===== config.mk =====
export PLATFORM = sky130hd
export DESIGN_NAME = dti_fifo
export DESIGN_NICKNAME = d
export VERILOG_FILES = /design/src/rtl/dti_pkg.sv /design/src/rtl/dti_fifo_mem.sv /design/src/rtl/dti_fifo.sv
export SDC_FILE = /design/constraint.sdc
export NUM_CORES = 1
export LEC_CHECK = 0
export BUFFER_PORTS_ARGS = -buffer_cell sky130_fd_sc_hd__buf_2
export CAP_MARGIN = 20
export CORE_MARGIN = 8
export CORE_UTILIZATION = 61
export DETAILED_ROUTE_END_ITERATION = 8
export GPL_TIMING_DRIVEN = 0
export PLACE_DENSITY = 0.9
export SLEW_MARGIN = 25
export SYNTH_ARGS = -nofsm -noshare
export SYNTH_HDL_FRONTEND = slang
export SYNTH_SLANG_ARGS = --single-unit

===== constraint.sdc =====
create_clock -name clk -period 7.25 [get_ports clk]
set_clock_uncertainty 0.2 [all_clocks]
set_input_delay 0.3625 -clock clk [delete_from_list [all_inputs] [get_ports clk]]
set_output_delay 0.3625 -clock clk [all_outputs]
set_load 0.01 [all_outputs]

===== src/rtl/dti_pkg.sv =====
// Shared sizing helpers and parameter checks for the dti channel blocks.
package dti_pkg;

    function automatic int cnt_w(input int depth);
        return $clog2(depth + 1);
    endfunction

    function automatic int ptr_w(input int depth);
        return $clog2(depth) + 1;
    endfunction

    function automatic bit depth_ok(input int depth);
        return (depth >= 2) && ((depth & (depth - 1)) == 0);
    endfunction

    function automatic bit latency_ok(input int lat);
        return (lat == 0) || (lat == 1);
    endfunction

endpackage


===== src/rtl/dti_fifo_mem.sv =====
// DEPTH x W_DATA register array: synchronous write, asynchronous read.
module dti_fifo_mem #(
    parameter int W_DATA = 64,
    parameter int DEPTH  = 4,
    parameter int AW     = 2
) (
    input  logic              clk,
    input  logic              i_we,
    input  logic [AW-1:0]     i_waddr,
    input  logic [W_DATA-1:0] i_wdata,
    input  logic [AW-1:0]     i_raddr,
    output logic [W_DATA-1:0] o_rdata
);

    logic [W_DATA-1:0] r_mem [DEPTH];

    always_ff @(posedge clk) begin
        if (i_we) begin
            r_mem[i_waddr] <= i_wdata;
        end
    end

    assign o_rdata = r_mem[i_raddr];

endmodule


===== src/rtl/dti_fifo.sv =====
// Elastic buffer for the dti valid/ready channel with optional
// combinational bypass when empty (LATENCY=0).
module dti_fifo
    import dti_pkg::*;
#(
    parameter int W_DATA  = 64,
    parameter int DEPTH   = 4,
    parameter int LATENCY = 1
) (
    input  logic                     clk,
    input  logic                     rst,
    input  logic [W_DATA-1:0]        din_data,
    input  logic                     din_valid,
    output logic                     din_ready,
    output logic [W_DATA-1:0]        dout_data,
    output logic                     dout_valid,
    input  logic                     dout_ready,
    output logic [cnt_w(DEPTH)-1:0]  count
);

    localparam int PW     = ptr_w(DEPTH);
    localparam int CW     = cnt_w(DEPTH);
    localparam int AW     = PW - 1;
    localparam bit BYPASS = (LATENCY == 0);

    if (!depth_ok(DEPTH)) begin : g_bad_depth
        $error("dti_fifo: DEPTH must be a power of two >= 2");
    end
    if (!latency_ok(LATENCY)) begin : g_bad_lat
        $error("dti_fifo: LATENCY must be 0 or 1");
    end

    logic [PW-1:0]     r_wptr;
    logic [PW-1:0]     r_rptr;
    logic              w_empty;
    logic              w_full;
    logic              w_byp;
    logic              w_push;
    logic              w_pop;
    logic              w_wr;
    logic              w_rd;
    logic [W_DATA-1:0] w_rdata;
    logic [PW-1:0]     w_diff;

    assign w_empty = (r_wptr == r_rptr);
    assign w_full  = (r_wptr[AW-1:0] == r_rptr[AW-1:0])
                  && (r_wptr[AW] != r_rptr[AW]);
    assign w_diff  = r_wptr - r_rptr;
    assign count   = CW'(w_diff);

    assign w_byp      = BYPASS && w_empty;
    assign din_ready  = !w_full;
    assign dout_valid = w_byp ? din_valid : !w_empty;
    assign dout_data  = w_byp ? din_data : w_rdata;

    assign w_push = din_valid && din_ready;
    assign w_pop  = dout_valid && dout_ready;
    // A bypassed word that is taken immediately never touches storage.
    assign w_wr   = w_push && !(w_byp && dout_ready);
    assign w_rd   = w_pop && !w_byp;

    always_ff @(posedge clk) begin
        if (!rst) begin
            r_wptr <= '0;
            r_rptr <= '0;
        end else begin
            if (w_wr) begin
                r_wptr <= r_wptr + 1'b1;
            end
            if (w_rd) begin
                r_rptr <= r_rptr + 1'b1;
            end
        end
    end

    dti_fifo_mem #(
        .W_DATA (W_DATA),
        .DEPTH  (DEPTH),
        .AW     (AW)
    ) u_mem (
        .clk     (clk),
        .i_we    (w_wr && rst),
        .i_waddr (r_wptr[AW-1:0]),
        .i_wdata (din_data),
        .i_raddr (r_rptr[AW-1:0]),
        .o_rdata (w_rdata)
    );

endmodule


==> impl_metrics.py, run 1 <==
metrics = {
    "run_status": {
        "outcome": "finished clean",
    },
    "grt": {
        "grt_pass1_vias": 5483,
        "maximum_number_of_pins_on_one_net_before_global_route_repair": 34,
        "initial_antenna_violation_count": 0,
        "track_usage_pct": 20.1,
        "grt_overflow": 0,
        "grt_pass1_wl_um": 31000,
    },
    "detailed_routing": {
        "wire_per_inst_um": 23.7,
        "drcViolationCount": 0,
        "drt-initial-drc-count": 375,
        "via_per_inst": 5.90,
        "ant_nets": 0,
        "routed-via-count": 5111,
        "drt_wl_total_um": 20500,
        "firstDrtPassIters": 5,
    },
    "worst_setup_path": {
        "critical_path_required_ns": 7.24,
        "critical-path-top-delay-family": "simple AND/OR/NAND/NOR gates",
        "regToRegStartpoint": "r_wptr[0]",
        "timing.reg2reg.worst_path_depth": 6,
        "data_arrival_critical_path_ns": 3.02,
        "worst_r2r_endpoint": "u_mem.r_mem[2][7]",
        "buffers_inverters_on_critical_path": 2,
        "crit_type": "flip-flop to flip-flop",
        "worst_path_largest_cell_delay_ns": 0.57,
        "timing.critical_path.slowest_stage_cell": "sky130_fd_sc_hd__and3_4",
        "r2r_setup_slack_ns": 4.23,
        "path_max_fanout": 33,
        "worst_setup_path_start_kind": "flip-flop",
        "crit_chain": "inv_1 -> ha_1 -> nand2_1 -> o21a_1 -> and3_4 -> buf_12",
        "critPathCaptureType": "flip-flop",
    },
    "floorplan": {
        "design.die.area_sq_um": 20500,
        "die_width_um": 143,
        "core_region_area_sq_um": 15800,
        "initial_cell_density_of_the_core_pct": 62.2,
        "floorplan.rows": 46,
        "top_level_ports": 137,
        "chipHeight_um": 143,
    },
    "placed_design": {
        "dpl_cell_area_sq_um": 10900,
        "detailedPlace.worstSlack_ns": 4.30,
        "place.detailed.hpwl_um": 12000,
        "gpl.final_weighted_congestion": 0.774,
        "buffer_ports.inserted": 136,
        "placedCellCount": 759,
    },
    "power_and_ir_drop": {
        "p_sw_mw": 1.13,
        "ir_drop_mv": 0.302,
        "power.density_nw_per_um2": 338,
        "design_power_total_mw": 4.16,
        "power_report.internal_total_mw": 3.03,
        "p_leak_nw": 4.23,
        "power.share.sequential_pct": 45.1,
        "clockPowerShare_pct": 29.2,
        "power.share.combinational_pct": 25.7,
        "netSwitchingFraction_pct": 27.1,
    },
    "finish": {
        "postLayoutCellArea_sq_um": 12300,
        "post_layout_nonfiller_instances": 866,
        "drive_above_1_share_pct": 40.0,
        "layout.nets": 712,
        "fill_cells": 797,
        "antenna-diode-count": 0,
        "area_growth_pct": 25.0,
    },
    "clock_network": {
        "worstSkewPairLatency_ns": 0.51,
        "tritoncts": "yes",
        "cts.htree.levels": 1,
        "cts.reportedPaths.clkPinSlew_ns": 0.06,
        "tritoncts_num_sinks": 264,
        "cts.root.buffer_cell": "sky130_fd_sc_hd__clkbuf_16",
        "cts_max_path_buffers": 3,
        "inserted_clock_buffers": 26,
    },
    "logic_synthesis": {
        "ys_top_cells_by_area": "sky130_fd_sc_hd__edfxtp_1, sky130_fd_sc_hd__mux4_2, sky130_fd_sc_hd__dfxtp_1",
        "post_synthesis_cell_type_with_the_largest_combined_area": "sky130_fd_sc_hd__edfxtp_1",
        "netlist-cell-type-count": 30,
        "count_of_mapped_cells_out_of_synthesis": 403,
        "synth-edff-count": 256,
        "yosysTopAreaCellShare_pct": 78.1,
        "portion_of_the_post_synthesis_area_used_by_sequential_elements_pct": 79.7,
        "async_reset_ff_share_pct": 0,
        "yosys.cell_count.top_type": "sky130_fd_sc_hd__edfxtp_1",
        "synth_area_per_cell_sq_um": 24.4,
        "synth_flop_cell": "sky130_fd_sc_hd__edfxtp_1",
        "syn_nets": 479,
        "syn_area_sq_um": 9850,
        "synth.cells.most_frequent": "sky130_fd_sc_hd__edfxtp_1, sky130_fd_sc_hd__mux4_2, sky130_fd_sc_hd__buf_2, sky130_fd_sc_hd__buf_6, sky130_fd_sc_hd__dfxtp_1",
        "yosys_warnings": 0,
        "yosys_register_bits": 264,
    },
    "timing": {
        "worst_slew_margin_rel_pct": 62.8,
        "report.final.slew_viol_count": 0,
        "hold_viol_final": 0,
        "max_slew.worst_pin.slew_ns": 0.558,
        "rsz0062_at_grt": "no",
        "count_of_final_setup_violators": 0,
        "finalCritPeriodShare_pct": 41.7,
        "setup_tns_ns": 0,
        "timing.final.ws_setup_ns": 4.23,
        "fmaxAchievable_mhz": 331,
        "final.min_clock_period_ns": 3.02,
    },
    "hold_path": {
        "hold_crit_path_type": "input pin to flip-flop",
        "whs_endpoint": "r_wptr[1]",
        "timing.hold.worst_path_depth": 4,
        "hold_path.startpoint": "rst",
    },
    "flow_run": {
        "cap_violations": 0,
    },
}
[state kept, by name (all words and copies together) (netlist names), named ones only]
signal / cells
u_mem.r_mem: 256
r_wptr: 3
r_rptr: 3
[metal layers]
metal	vias to the layer above	global-route usage [%]	wire, um
met4	0	4.36	294
met1	2642	24.8	7880
met2	253	35.8	10800
met5	-	0	0
li1	2186	-	-
met3	30	4.11	1530
[logic make-up after synthesis]
family / share of synthesized area (%)
AO/OA/AOI/OAI: 0.635
AND/OR/NAND/NOR: 1.92
flip-flops: 79.7
multiplexers: 14.9
buffers and inverters: 1.64
XOR/XNOR: 0.178
adder cells (fa/ha/maj): 1.09
[worst register-to-register path, cell delays in order, from the launching register on]
cell,delay (ns)
sky130_fd_sc_hd__dfxtp_1,0.44
sky130_fd_sc_hd__inv_1,0.14
sky130_fd_sc_hd__ha_1,0.40
sky130_fd_sc_hd__nand2_1,0.35
sky130_fd_sc_hd__o21a_1,0.29
sky130_fd_sc_hd__and3_4,0.57
sky130_fd_sc_hd__buf_12,0.29
[area by class of cell]
type	count	area [sq um]	area share [%]
multi-input cells	115	1860	15.1
clock inverters	5	21.3	0.173
plain buffers	18	139	1.13
clock buffers	37	743	6.04
flip-flops and latches	264	7850	63.7
well taps	216	270	2.19
inverters	6	22.5	0.183
repair buffers	205	1410	11.5
[layout by cell type, fill, tap and decap left out, types with 2 or more instances in the layout]
master / synthesis / layout
sky130_fd_sc_hd__clkbuf_8: 0 / 3
sky130_fd_sc_hd__buf_12: 0 / 4
sky130_fd_sc_hd__inv_1: 6 / 6
sky130_fd_sc_hd__ha_1: 7 / 7
sky130_fd_sc_hd__nand3b_1: 3 / 3
sky130_fd_sc_hd__and3b_1: 2 / 2
sky130_fd_sc_hd__dfxtp_1: 8 / 8
sky130_fd_sc_hd__clkbuf_1: 1 / 8
sky130_fd_sc_hd__clkinv_2: 0 / 2
sky130_fd_sc_hd__edfxtp_1: 256 / 256
sky130_fd_sc_hd__mux4_2: 64 / 64
sky130_fd_sc_hd__o311ai_1: 2 / 2
sky130_fd_sc_hd__xnor2_1: 2 / 2
sky130_fd_sc_hd__clkbuf_16: 0 / 27
sky130_fd_sc_hd__dlygate4sd3_1: 0 / 65
sky130_fd_sc_hd__and3_4: 0 / 4
sky130_fd_sc_hd__clkinv_1: 0 / 3
sky130_fd_sc_hd__buf_6: 8 / 8
sky130_fd_sc_hd__buf_2: 8 / 144
sky130_fd_sc_hd__nand4_1: 4 / 4
sky130_fd_sc_hd__nand3_1: 7 / 7
sky130_fd_sc_hd__nand4b_1: 2 / 2
sky130_fd_sc_hd__nand2_1: 5 / 5
[power groups by stage]
stage	clock network (mW)	registers [mW]	logic [mW]
3_5_place_dp	0	1.91	1.04
4_1_cts	1.23	1.88	1.08
2_1_floorplan	0	1.89	0.655
6_report	1.21	1.88	1.07
3_3_place_gp	0	1.91	0.994
5_1_grt	1.30	1.89	1.15
[worst max path at each step]
stage | cells past startpoint | endpoint | startpoint | slack (ns)
after floorplan | 5 | u_mem.r_mem[0][0] | r_wptr[0] | 3.83
after global placement | 5 | u_mem.r_mem[0][0] | r_wptr[0] | 2.62
after detailed placement | 6 | u_mem.r_mem[1][11] | r_wptr[0] | 4.30
after CTS | 6 | u_mem.r_mem[0][8] | r_wptr[0] | 4.28
after global routing | 6 | u_mem.r_mem[3][7] | r_wptr[0] | 4.11
final | 6 | u_mem.r_mem[2][7] | r_wptr[0] | 4.23
[metrics by stage]
step                utilization (%)  hold WS (ns)
floorplan                         -         0.261
detailed placement             68.9         0.352
global route                   77.8        0.0416
CTS                            77.8        0.0478
global placement               68.2         0.334
finish                         77.8        0.0457
[timing repair]
| action | 4_1_cts | 5_1_grt |
|---|---|---|
| hold buffers | 65 | 0 |
| hold endpoints to repair | 257 | 0 |
| setup buffers | 0 | 0 |
| gates resized for setup | 0 | 0 |
(Power assumes the default switching activity.)
==> inputs of run 2 (changes only) <==
Settings changed: ABC_AREA from default to 1, CORE_UTILIZATION 61 to 51, PLACE_DENSITY 0.9 to 0.81.
Clock period 7.25 ns to 2.7 ns, I/O delays scaled along.
==> run 2 against run 1 <==
Sequential share of layout area down 3.2 points; synthesized area increased by 1.8%; sequential cell count unchanged; sequential power increased by 150%; register-to-register slack worse by 4.1 ns; synthesized cell count increased by 72%; clock power rose to 3.0 times the previous value; design area grew 5.3%; count of clock-buffer cells in the layout down 8; total power up 150%; hold slack better by 0.11 ns; critical path type unchanged; largest cell class unchanged.
==> impl_metrics.py, run 2 <==
metrics = {
    "run_status": {
        "outcome": "finished clean",
    },
    "floorplan": {
        "top_level_ports": 137,
        "core_region_area_sq_um": 19400,
        "chipHeight_um": 156,
        "die_width_um": 156,
        "floorplan.rows": 51,
        "design.die.area_sq_um": 24400,
        "initial_cell_density_of_the_core_pct": 51.7,
    },
    "timing": {
        "finalCritPeriodShare_pct": 96.2,
        "fmaxAchievable_mhz": 385,
        "report.final.slew_viol_count": 0,
        "count_of_final_setup_violators": 0,
        "fin_worst_hold_slack_ns": 0.152,
        "final.min_clock_period_ns": 2.60,
        "worst_slew_margin_rel_pct": 67.5,
        "max_slew.worst_pin.slew_ns": 0.488,
        "setup_tns_ns": 0,
        "rsz0062_at_grt": "no",
        "hold_viol_final": 0,
    },
    "worst_setup_path": {
        "timing.critical_path.slowest_stage_cell": "sky130_fd_sc_hd__dlygate4sd3_1",
        "crit_path_start": "r_wptr[0]",
        "path_max_fanout": 8,
        "critical_path_required_ns": 2.96,
        "critical-path-top-delay-family": "buffers and inverters",
        "worst_path_largest_cell_delay_ns": 0.55,
        "crit_type": "flip-flop to flip-flop",
        "regToRegStartpoint": "r_wptr[0]",
        "critPathCaptureType": "flip-flop",
        "data_arrival_critical_path_ns": 2.86,
        "setup.worst_path.end": "r_wptr[0]",
        "worst-path-stages": 10,
        "buffers_inverters_on_critical_path": 4,
        "crit_chain": "inv_1 -> ha_4 -> nand2_2 -> inv_2 -> nand3_4 -> nand3_1 -> nand2_1 -> dlygate4sd3_1 -> nor2_1 -> dlygate4sd3_1",
        "timing.reg2reg.worst_path_depth": 10,
        "worst_r2r_endpoint": "r_wptr[0]",
        "cell_repeated_most_along_the_worst_path": "sky130_fd_sc_hd__dlygate4sd3_1",
        "r2r_setup_slack_ns": 0.10,
        "worst_setup_path_start_kind": "flip-flop",
    },
    "clock_network": {
        "cts.htree.levels": 1,
        "tritoncts_num_sinks": 264,
        "tritoncts": "yes",
        "cts_max_path_buffers": 3,
        "worstSkewPairLatency_ns": 0.52,
        "cts.root.buffer_cell": "sky130_fd_sc_hd__clkbuf_16",
        "cts.reportedPaths.clkPinSlew_ns": 0.06,
        "inserted_clock_buffers": 27,
        "post_cts_resize_count": 0,
    },
    "finish": {
        "final-seq-area_sq_um": 7850,
        "fill_cells": 1378,
        "layout.nets": 1024,
        "registers.top_by_ff_count": "u_mem.r_mem",
        "area_growth_pct": 29.4,
        "mostFrequentLayoutCell": "sky130_fd_sc_hd__edfxtp_1",
        "number_of_flip_flops_under_the_largest_register_name": 256,
        "drive_above_1_share_pct": 24.6,
        "reg.largest.list": "u_mem.r_mem (256), r_rptr (3), r_wptr (3)",
        "post_layout_nonfiller_instances": 1235,
        "commonest_cells_after_routing_fill_and_taps_aside": "sky130_fd_sc_hd__edfxtp_1, sky130_fd_sc_hd__buf_2, sky130_fd_sc_hd__nor2_1",
        "multi_input_comb_area_sq_um": 1890,
    },
    "power_and_ir_drop": {
        "p_leak_nw": 4.70,
        "ir_drop_mv": 0.496,
        "design_power_total_mw": 10.2,
        "power.density_nw_per_um2": 788,
    },
    "detailed_routing": {
        "wire_per_inst_um": 18.9,
        "drcViolationCount": 0,
        "via_per_inst": 5.30,
        "ant_nets": 0,
        "routed-via-count": 6547,
        "drt_wl_total_um": 23400,
        "drt-initial-drc-count": 436,
        "firstDrtPassIters": 4,
    },
    "hold_path": {
        "hold_crit_path_type": "input pin to flip-flop",
    },
    "logic_synthesis": {
        "synth_area_per_cell_sq_um": 14.5,
        "yosys.cell_count.top_type": "sky130_fd_sc_hd__edfxtp_1",
        "yosys_register_bits": 264,
        "synth_flop_cell": "sky130_fd_sc_hd__edfxtp_1",
        "netlist-cell-type-count": 23,
        "synth.cells.most_frequent": "sky130_fd_sc_hd__edfxtp_1, sky130_fd_sc_hd__nor2_1, sky130_fd_sc_hd__o21ai_0",
        "portion_of_the_post_synthesis_area_used_by_sequential_elements_pct": 78.3,
        "syn_nets": 769,
        "post_synthesis_cell_type_with_the_largest_combined_area": "sky130_fd_sc_hd__edfxtp_1",
        "syn_area_sq_um": 10000,
        "yosysTopAreaCellShare_pct": 76.7,
        "synth-edff-count": 256,
        "ys_top_cells_by_area": "sky130_fd_sc_hd__edfxtp_1, sky130_fd_sc_hd__nor2_1, sky130_fd_sc_hd__o22ai_1",
        "yosys_warnings": 0,
        "async_reset_ff_share_pct": 0,
        "count_of_mapped_cells_out_of_synthesis": 693,
    },
    "placed_design": {
        "place.detailed.hpwl_um": 14800,
        "buffer_ports.inserted": 136,
        "placedCellCount": 1112,
        "gpl.final_weighted_congestion": 0.749,
    },
    "grt": {
        "grt_pass1_vias": 6996,
        "initial_antenna_violation_count": 2,
        "grt_pass1_wl_um": 36400,
        "track_usage_pct": 19.0,
        "grt_overflow": 0,
        "maximum_number_of_pins_on_one_net_before_global_route_repair": 20,
    },
    "flow_run": {
        "cap_violations": 0,
    },
}
==> run 2: changes by cell type after synthesis, sizes merged, moves of 3 or more <==
cell,before,now
clkbuf,2,17
o22ai,0,64
nor2,0,136
inv,6,17
nand3b,3,0
mux4,64,0
nor3,0,3
buf,16,24
a21oi,0,6
nand4,4,0
and3,5,0
o21ai,1,128
nand2,5,16
==> run 2: repair_timing <==
item                                    4_1_cts  5_1_grt
hold endpoints to repair                    278        0
endpoints found under the setup margin       26       14
pin swaps                                     1        1
hold buffers                                 69        0
gates cloned                                  0        0
buffers inserted                              1        2
==> run 2: worst reg2reg max path, delay by kind of cell (launching register included) <==
| family | cells | cell delay, ns |
|---|---|---|
| flops | 1 | 0.36 |
| simple gates | 5 | 0.41 |
| buf+inv | 4 | 1.27 |
| fa+ha+maj | 1 | 0.28 |
==> run 2: layout make-up <==
cell class / count / area share, %
Sequential cell: 264 / 60.5
Multi-Input combinational cell: 370 / 14.6
Timing Repair Buffer: 226 / 12.8
Clock buffer: 29 / 5.27
Tap cell: 265 / 2.56
Buffer: 41 / 2.18
Clock inverter: 20 / 1.49
Inverter: 18 / 0.540
Antenna cell: 2 / 0.0386
==> run 2: through the flow <==
stage	setup slack (ns)	instance area (sq um)	utilization, %
2_1_floorplan	-0.478	10100	-
3_3_place_gp	-1.57	11100	57.3
3_5_place_dp	-0.0510	11400	58.6
4_1_cts	0.0425	12900	66.8
5_1_grt	0.0183	13000	66.9
6_report	0.104	13000	66.9
==> run 2: worst min path at each step <==
stage / cells after the start / endpoint / start
6_report: 2 / u_mem.r_mem[3][25] / din_data[25]
3_3_place_gp: 1 / u_mem.r_mem[0][41] / din_data[41]
4_1_cts: 2 / u_mem.r_mem[3][15] / din_data[15]
3_5_place_dp: 1 / u_mem.r_mem[0][41] / din_data[41]
5_1_grt: 2 / u_mem.r_mem[3][54] / din_data[54]
2_1_floorplan: 0 / u_mem.r_mem[0][0] / din_data[0]
==> run 2: cell families after synthesis <==
group	after synthesis	share of synthesized area [%]
fa+ha+maj	8	1.07
xor+xnor	1	0.0874
simple gates	161	6.19
compound gates	200	10.8
buf+inv	59	3.52
flops	264	78.3
==> run 2: routing by layer <==
| layer | wire, um | track usage [%] | up-vias |
|---|---|---|---|
| li1 | - | - | 3116 |
| met1 | 9280 | 22.8 | 3184 |
| met2 | 12100 | 34.3 | 214 |
| met3 | 1580 | 4.21 | 33 |
| met4 | 385 | 4.62 | 0 |
| met5 | 0 | 0 | - |
==> run 2: power breakdown <==
group / internal (mW) / switching (mW)
logic: 0.743 / 1.20
clock network: 2.12 / 1.49
registers: 4.63 / 0.0423
total: 7.49 / 2.73
